[config.mk]
export PLATFORM = sky130hd
export DESIGN_NAME = pc_unit
export DESIGN_NICKNAME = d
export VERILOG_FILES = /design/src/rtl/pc_unit_pkg.sv /design/src/rtl/pc_ras.sv /design/src/rtl/pc_unit.sv
export SDC_FILE = /design/constraint.sdc
export NUM_CORES = 1
export LEC_CHECK = 0
export CORE_MARGIN = 3
export CORE_UTILIZATION = 27
export DETAILED_ROUTE_END_ITERATION = 8
export MAX_ROUTING_LAYER = met4
export PLACE_DENSITY = 0.49
export SLEW_MARGIN = 20
export SYNTH_ARGS = -nofsm -noshare
export SYNTH_HDL_FRONTEND = slang
export SYNTH_SLANG_ARGS = --single-unit
[constraint.sdc]
create_clock -name clk -period 3.1 [get_ports clk]
set_input_delay 0.31 -clock clk [delete_from_list [all_inputs] [get_ports clk]]
set_output_delay 0.31 -clock clk [all_outputs]
set_load 0.05 [all_outputs]
[src/rtl/pc_unit_pkg.sv]
// Shared definitions for the program-counter unit.
// Next-PC select encoding and RAS pointer sizing.
package pc_unit_pkg;

    typedef enum logic [2:0] {
        SEL_SEQ  = 3'd0,
        SEL_BR   = 3'd1,
        SEL_JMP  = 3'd2,
        SEL_CALL = 3'd3,
        SEL_RET  = 3'd4
    } sel_e;

    function automatic int ptr_w(input int depth);
        return (depth <= 2) ? 1 : $clog2(depth);
    endfunction

endpackage

[src/rtl/pc_ras.sv]
// Circular return-address stack.
// A push when full overwrites the oldest entry.
module pc_ras
    import pc_unit_pkg::*;
#(
    parameter int DEPTH = 4,
    parameter int WIDTH = 32
) (
    input  logic                    clk,
    input  logic                    rst,
    input  logic                    push,
    input  logic                    pop,
    input  logic [WIDTH-1:0]        data_in,
    output logic [WIDTH-1:0]        top_out,
    output logic [ptr_w(DEPTH):0]   count,
    output logic                    empty,
    output logic                    full
);

    localparam int PW = ptr_w(DEPTH);

    logic [WIDTH-1:0] mem [DEPTH];
    logic [PW-1:0]    top;
    logic [PW-1:0]    top_inc;
    logic [PW-1:0]    top_dec;
    logic             do_pop;
    logic             do_push;

    assign top_inc = top + PW'(1);
    assign top_dec = top - PW'(1);
    assign do_pop  = pop && (count != '0);
    assign do_push = push && !pop;
    assign top_out = mem[top];
    assign empty   = (count == '0);
    assign full    = (count == (PW+1)'(DEPTH));

    // Pointer and occupancy; pop wins over push.
    always_ff @(posedge clk) begin
        if (rst) begin
            top   <= '0;
            count <= '0;
        end else if (do_pop) begin
            top   <= top_dec;
            count <= count - 1'b1;
        end else if (do_push) begin
            top <= top_inc;
            if (!full) begin
                count <= count + 1'b1;
            end
        end
    end

    // Entry storage; stale data is masked by count after reset.
    always_ff @(posedge clk) begin
        if (!rst && do_push) begin
            mem[top_inc] <= data_in;
        end
    end

endmodule

[src/rtl/pc_unit.sv]
// Program counter with prioritised next-PC select,
// stall, and a return-address stack for call/ret.
module pc_unit
    import pc_unit_pkg::*;
#(
    parameter int              WIDTH     = 32,
    parameter logic [WIDTH-1:0] RESET_VEC = '0,
    parameter int              INC       = 4,
    parameter int              RAS_DEPTH = 4
) (
    input  logic             clk,
    input  logic             rst,
    input  logic             en,
    input  logic             branch_taken,
    input  logic [WIDTH-1:0] branch_target,
    input  logic             jump,
    input  logic             call,
    input  logic [WIDTH-1:0] jump_target,
    input  logic             ret,
    output logic [WIDTH-1:0] pc_out,
    output logic [WIDTH-1:0] pc_plus,
    output logic             ras_empty,
    output logic             ras_full,
    output logic             ras_err
);

    localparam int PW = ptr_w(RAS_DEPTH);

    sel_e             sel;
    logic [WIDTH-1:0] pc_next;
    logic [WIDTH-1:0] ras_top;
    logic [PW:0]      ras_cnt;
    logic             ras_has;

    assign pc_plus = pc_out + WIDTH'(INC);
    assign ras_has = (ras_cnt != '0);

    pc_ras #(
        .DEPTH (RAS_DEPTH),
        .WIDTH (WIDTH)
    ) u_ras (
        .clk     (clk),
        .rst     (rst),
        .push    (en && call),
        .pop     (en && ret),
        .data_in (pc_plus),
        .top_out (ras_top),
        .count   (ras_cnt),
        .empty   (ras_empty),
        .full    (ras_full)
    );

    // Fixed-priority select: ret > call > jump > branch > seq.
    always_comb begin
        sel = SEL_SEQ;
        if (ret)               sel = SEL_RET;
        else if (call)         sel = SEL_CALL;
        else if (jump)         sel = SEL_JMP;
        else if (branch_taken) sel = SEL_BR;
    end

    // Next-PC mux; an empty-stack ret falls through to pc_plus.
    always_comb begin
        pc_next = pc_plus;
        case (sel)
            SEL_RET:  pc_next = ras_has ? ras_top : pc_plus;
            SEL_CALL: pc_next = jump_target;
            SEL_JMP:  pc_next = jump_target;
            SEL_BR:   pc_next = branch_target;
            default:  pc_next = pc_plus;
        endcase
    end

    // PC register and sticky stack-misuse flag.
    always_ff @(posedge clk) begin
        if (rst) begin
            pc_out  <= RESET_VEC;
            ras_err <= 1'b0;
        end else if (en) begin
            pc_out <= pc_next;
            if (ret && (!ras_has || call)) begin
                ras_err <= 1'b1;
            end
        end
    end

endmodule

---- Word level (Yosys, flattened, before mapping) ----
Memories as Yosys holds them, arrays and structs flattened. A register that Yosys moved wholly into a read port is not among the register bits.
Cells that the tools add are included.
word-level totals
  bits in latches ......................... 0
  memory bits (read-only) ................. 0
  bits in writable memories ............... 128
  output and inout port bits .............. 67
  word-level logic and storage cells ...... 47
  memories kept ........................... 1
  bits in registers ....................... 38
memory list
  memory     words  width  read ports  clocked after memory_dff  write ports  RTL line      RTL
  u_ras.mem  4      32     1           1                         1            pc_ras.sv:22  logic [WIDTH-1:0] mem [DEPTH];
cells by class
  mux-type cells .......................... 15
  divide/modulo/power cells ............... 0
  shift operators ......................... 0
  bitwise gates (word level) .............. 0
  order comparisons ....................... 0
  eq/ne operators ......................... 6
  reduce and logical (&&, ||, !) cells .... 16
  multipliers ............................. 0
  add/sub/neg operators ................... 5
operators by type and width
  cell                                                                    number
  32-bit case mux with 3 select lines                                     1
  32-bit by 3-bit adder with 32-bit output (second input constant)        1
  32-bit 2-to-1 mux                                                       1
  2-bit 2-to-1 mux                                                        6
  3-bit 2-to-1 mux                                                        4
  3-bit by 2-bit equality test with 1-bit output (second input constant)  2
  3-bit equality test (second input constant)                             2
  1-bit logical AND                                                       6
  2-bit AND reduction                                                     2
  3-bit by 1-bit adder with 3-bit output (second input constant)          1
  3-bit by 1-bit equality test with 1-bit output (second input constant)  1
  1-bit logical NOT                                                       3
  3-bit logical NOT                                                       1
  1-bit 2-to-1 mux                                                        3
  3-bit nonzero test                                                      1
  3-bit by 1-bit subtractor with 3-bit output (second input constant)     1
  2-bit by 1-bit adder with 2-bit output (second input constant)          1
  2-bit by 1-bit != test with 1-bit output (second input constant)        1
  2-bit nonzero test                                                      1
  2-bit OR reduction                                                      1
  2-bit by 1-bit subtractor with 2-bit output (second input constant)     1
  1-bit logical OR                                                        1

---- Logic depth before layout (Yosys ltp) ----
  word-level depth ........................ 7
  gate-level depth with buffers ........... 10
  depth with buffers taken out ............ 7

---- Modules after synthesis ----
Synthesis repeated with hierarchy kept, for this count alone.
second synthesis, totals
  cell total of the unflattened synthesis .. 577
  area, all modules ....................... 7,813.7 um2
modules (own cells, without submodules)
  module   instances  seq. area each (um2)  cells an instance  area each (um2)
  pc_ras   1          3,983.8               217                5,084.9
  pc_unit  1          660.6                 360                2,728.9

---- Worst setup path before layout ----
No wires, ideal clock.
  path type ............................... register to register
  start point ............................. reg pc_out[2]
  end point ............................... mem u_ras.mem[0][26], data pin
  path slack .............................. -0.136 ns
  data arrival time ....................... 2.873 ns
  clock period less this slack ............ 3.236 ns
  path buffers ............................ 0
  stages on the path, launching flop included .. 6
  path through ............................ dfxtp_1 -> ha_1 -> nand3_2 -> or4_1 -> nor3_1 -> xor2_1
on the way
  longest elaborated chain between the ends .. 1
ends and longest elaborated chain
  what                                      RTL line       RTL
  start: declaration                        pc_unit.sv:20  output logic [WIDTH-1:0] pc_out,
  start signal: assignment                  pc_unit.sv:80  pc_out <= pc_next;
  32-bit by 3-bit adder with 32-bit output  pc_unit.sv:35  assign pc_plus = pc_out + WIDTH'(INC);
  via pc_plus[26]                           pc_unit.sv:21  output logic [WIDTH-1:0] pc_plus,
  end: declaration                          pc_ras.sv:22
The timed path passes the listed nets, and every way through them passes these cells.

---- Worst setup path after layout ----
  start point ............................. reg pc_out[6]
  end point ............................... out pc_plus[27]
on the way
  longest elaborated chain between the ends .. 1
ends and longest elaborated chain
  what                                      RTL line
  32-bit by 3-bit adder with 32-bit output  pc_unit.sv:35
  end: declaration                          pc_unit.sv:21
No other way between the ends.

==> results.md <==
* Largest net degree at the start of global routing at 37
* Htree depth at 4
* Clk slew on worst S/H paths at 70 ps
* Die H at 179 µm
* Post-synthesis cell area at 8040 µm²
* Critical-path maximum fanout at 10
* Yosys reg bits at 168
* Setup WS pre-CTS at 413 ps
* Wire length per cell at 21.9 µm
* Top_reg_cell synth: edfxtp_1
* CP Data Required Time at around 2800 ps
* Async S/R FF share, synth at 0%
* Post-route minimum period at 2960 ps
* CP max stage delay at 570 ps
* Power Total at 0.00592 W
* CTS buffer count at 17
* Unrepaired setup endpoints after global routing: true
* Total GRT Usage at around 17%
* Slew Viols, Final at 0
* CTS Hold Bufs at 0
* Max VDD drop at 0.324 mV
* Syn Inst Count at approximately 650
* Crit path DAT at 2650 ps
* Slew Limit Headroom at 43.0%
* Slowest stage cell on the critical path: or3_1
* Row count at 62
* Vias in the first global route at between 6000 and 7000
* Area growth, synth to finish at 36.2%
* Initial Util at 27.7%
* Via count at between 6000 and 7000
* CP delay by family, top: simple AND/OR/NAND/NOR gates
* DRC at 0
* Crit path launch type: flip-flop
* Crit path kind: flip-flop to output port
* GR Overflow Total at 0
* Top cell type by total area after synthesis: edfxtp_1
* First-pass detailed-route iteration total at 5
* Top post-synthesis cells by area: edfxtp_1 (48%), dfxtp_1 (10%), mux4_2 (9.0%)
* WP buf/inv at 1
* Hold worst-path end: ras_err
* Fin crit share at 95.6%
* CP cell instances: nand3_2 > or3_1 > nor3_2 > xor2_2 > buf_12
* Status: completed
* Sink Count at 168
* CTS root buf: clkbuf_16
* Global-route wire length before repair at 38.6 mm
* Worst-skew pair later-pin latency at around 430 ps
* Drt via density at 5.03
* Area share of the leading cell type in the synthesized netlist at 47.8%
* Hold Path Stages at 2
* Initial antenna violation count at 0
* Seq/Total Area, Yosys at 57.8%
* Net count after synthesis at 722
* CTS max path bufs at 2
* Worst-Margin Slew at approximately 850 ps
* Final Worst Setup Slack at 136 ps
* Nets at about 870
* RR Endpoint: u_ras.mem[0][27]
* Clock skew at ~18 ps
* Syn avg cell area at about 12 µm²
* Fin util at 37.7%
* Io pins at 138
* Worst Reg2Reg Path Length in Cells at 5
* CP startpoint: pc_out[6]
* Reg-to-reg slack, setup at 740 ps
* PD cells at about 540 nW/µm²
* Final Hold Viols at 0
* Post-DP HPWL at 18.0 mm
* Synth warn at 0
* Initial DRC Count at 599
* WL final at approximately 26 mm
* Post-synth EDFFs at 128
* GP Congestion at between 0.8 and 0.9
* Port Buffers at 137
* Layout cells sized above 1 at 21.2%
* Max_cap viols at 0
* Hold crit path type: flip-flop to flip-flop
* DRT antenna net count at 0
* Die W at 179 µm
* TritonCTS clock tree: yes
* Die area at 31900 µm²
* Setup violations, final at 0
* Worst r2r src: pc_out[6]
* Worst hold margin at 458 ps
* Nature of the critical path endpoint: output port
* FMAX at 337 MHz
* Placed standard-cell area at 10300 µm²
* Leak pwr at 3.73 nW
* Distinct cells, synth at 66
* Hold wc startpoint: ras_err
* CORE AREA at about 29000 µm²
* ANT cells at 0
* Finished Cell Area at 10900 µm²
## metrics by stage
stage,instances,setup TNS (ps)
floorplan,645,0
detailed placement,1159,0
global placement,1159,0
finish,1194,0
CTS,1191,0
global route,1194,-34.2
## worst min-delay path, delay by kind of cell (launching register included)
family,cells,cell delay (ps)
AOI/OAI and AO/OA,1,50
buffers and inverters,1,50
DFF,1,310
## power breakdown
| part | switching [W] | internal (W) | total [W] | leakage [nW] |
|---|---|---|---|---|
| clock | 0.000886 | 0.00123 | 0.00212 | 0.269 |
| sequential | 0.000102 | 0.00250 | 0.00261 | 1.51 |
| combinational | 0.000710 | 0.000486 | 0.00120 | 1.96 |
| total | 0.00170 | 0.00422 | 0.00592 | 3.73 |
## how the worst max path moves through the flow
stage                  endpoint  cells after the start  slack, ps
2_1_floorplan  u_ras.mem[0][20]                      5          2
3_3_place_gp        pc_plus[30]                      6        460
3_5_place_dp        pc_plus[30]                      6        410
4_1_cts             pc_plus[26]                      7          2
5_1_grt             pc_plus[27]                      5        -20
6_report            pc_plus[27]                      5        140
## cells in the final DEF, fill, tap and decap left out, drive strengths merged, types with 16 or more instances in the layout
cell type and count:
mux4 32, edfxtp 128, clkdlybuf4s50 111, buf 66, xnor2 18, nand3 23
nor2 37, clkbuf 22, o21ai 22, inv 16, nand2 68, dfxtp 40
a21oi 43
## state kept, by name, summed over array words and instances, names as in the netlist, named ones only
signal,flops
u_ras.mem,128
u_ras.count,3
ras_err,1
u_ras.top,2
pc_out,32
## cell usage after synthesis, types with 12 or more instances
cell type	n
a21oi_1	43
buf_2	15
nor3_1	13
nor2_1	37
xor2_1	12
nand3_1	20
a221oi_1	15
dfxtp_1	40
xnor2_1	18
edfxtp_1	128
o21ai_0	18
nand2_1	68
clkbuf_1	25
inv_1	15
mux4_2	32
nand4_1	12
## layout make-up
cell class,count,area [µm²]
well taps,384,480
fillers,2871,18100
inverters,16,60.1
multi-input cells,414,3260
clock buffers,22,464
flip-flops and latches,168,4650
repair buffers,180,1920
clock inverters,10,120
## cell families (layout without fill, tap and decap cells)
family | count (synthesis) | count (layout) | share of synthesized area, %
AO/OA/AOI/OAI | 139 | 139 | 11.4
XOR/XNOR | 30 | 30 | 3.27
adder cells (fa/ha/maj) | 6 | 6 | 1.03
buffers and inverters | 63 | 228 | 3.41
flip-flops | 168 | 168 | 57.8
multiplexers | 36 | 36 | 9.47
AND/OR/NAND/NOR | 203 | 203 | 13.6
## per-layer routing
layer	share of wire [%]	GRT usage, %	vias up
met2	48	26.7	200
met3	5.9	3.66	16
met1	45	22.7	2987
met5	0	-	-
met4	1.1	3.77	0
li1	-	-	2798
## what timing repair did
item                       in CTS  in global routing
pin swaps                       0                  1
buffers inserted                0                  3
hold endpoints to repair        0                  0
gates resized for setup         7                 12
setup endpoints to repair       4                 10
(Power assumes the default switching activity.)
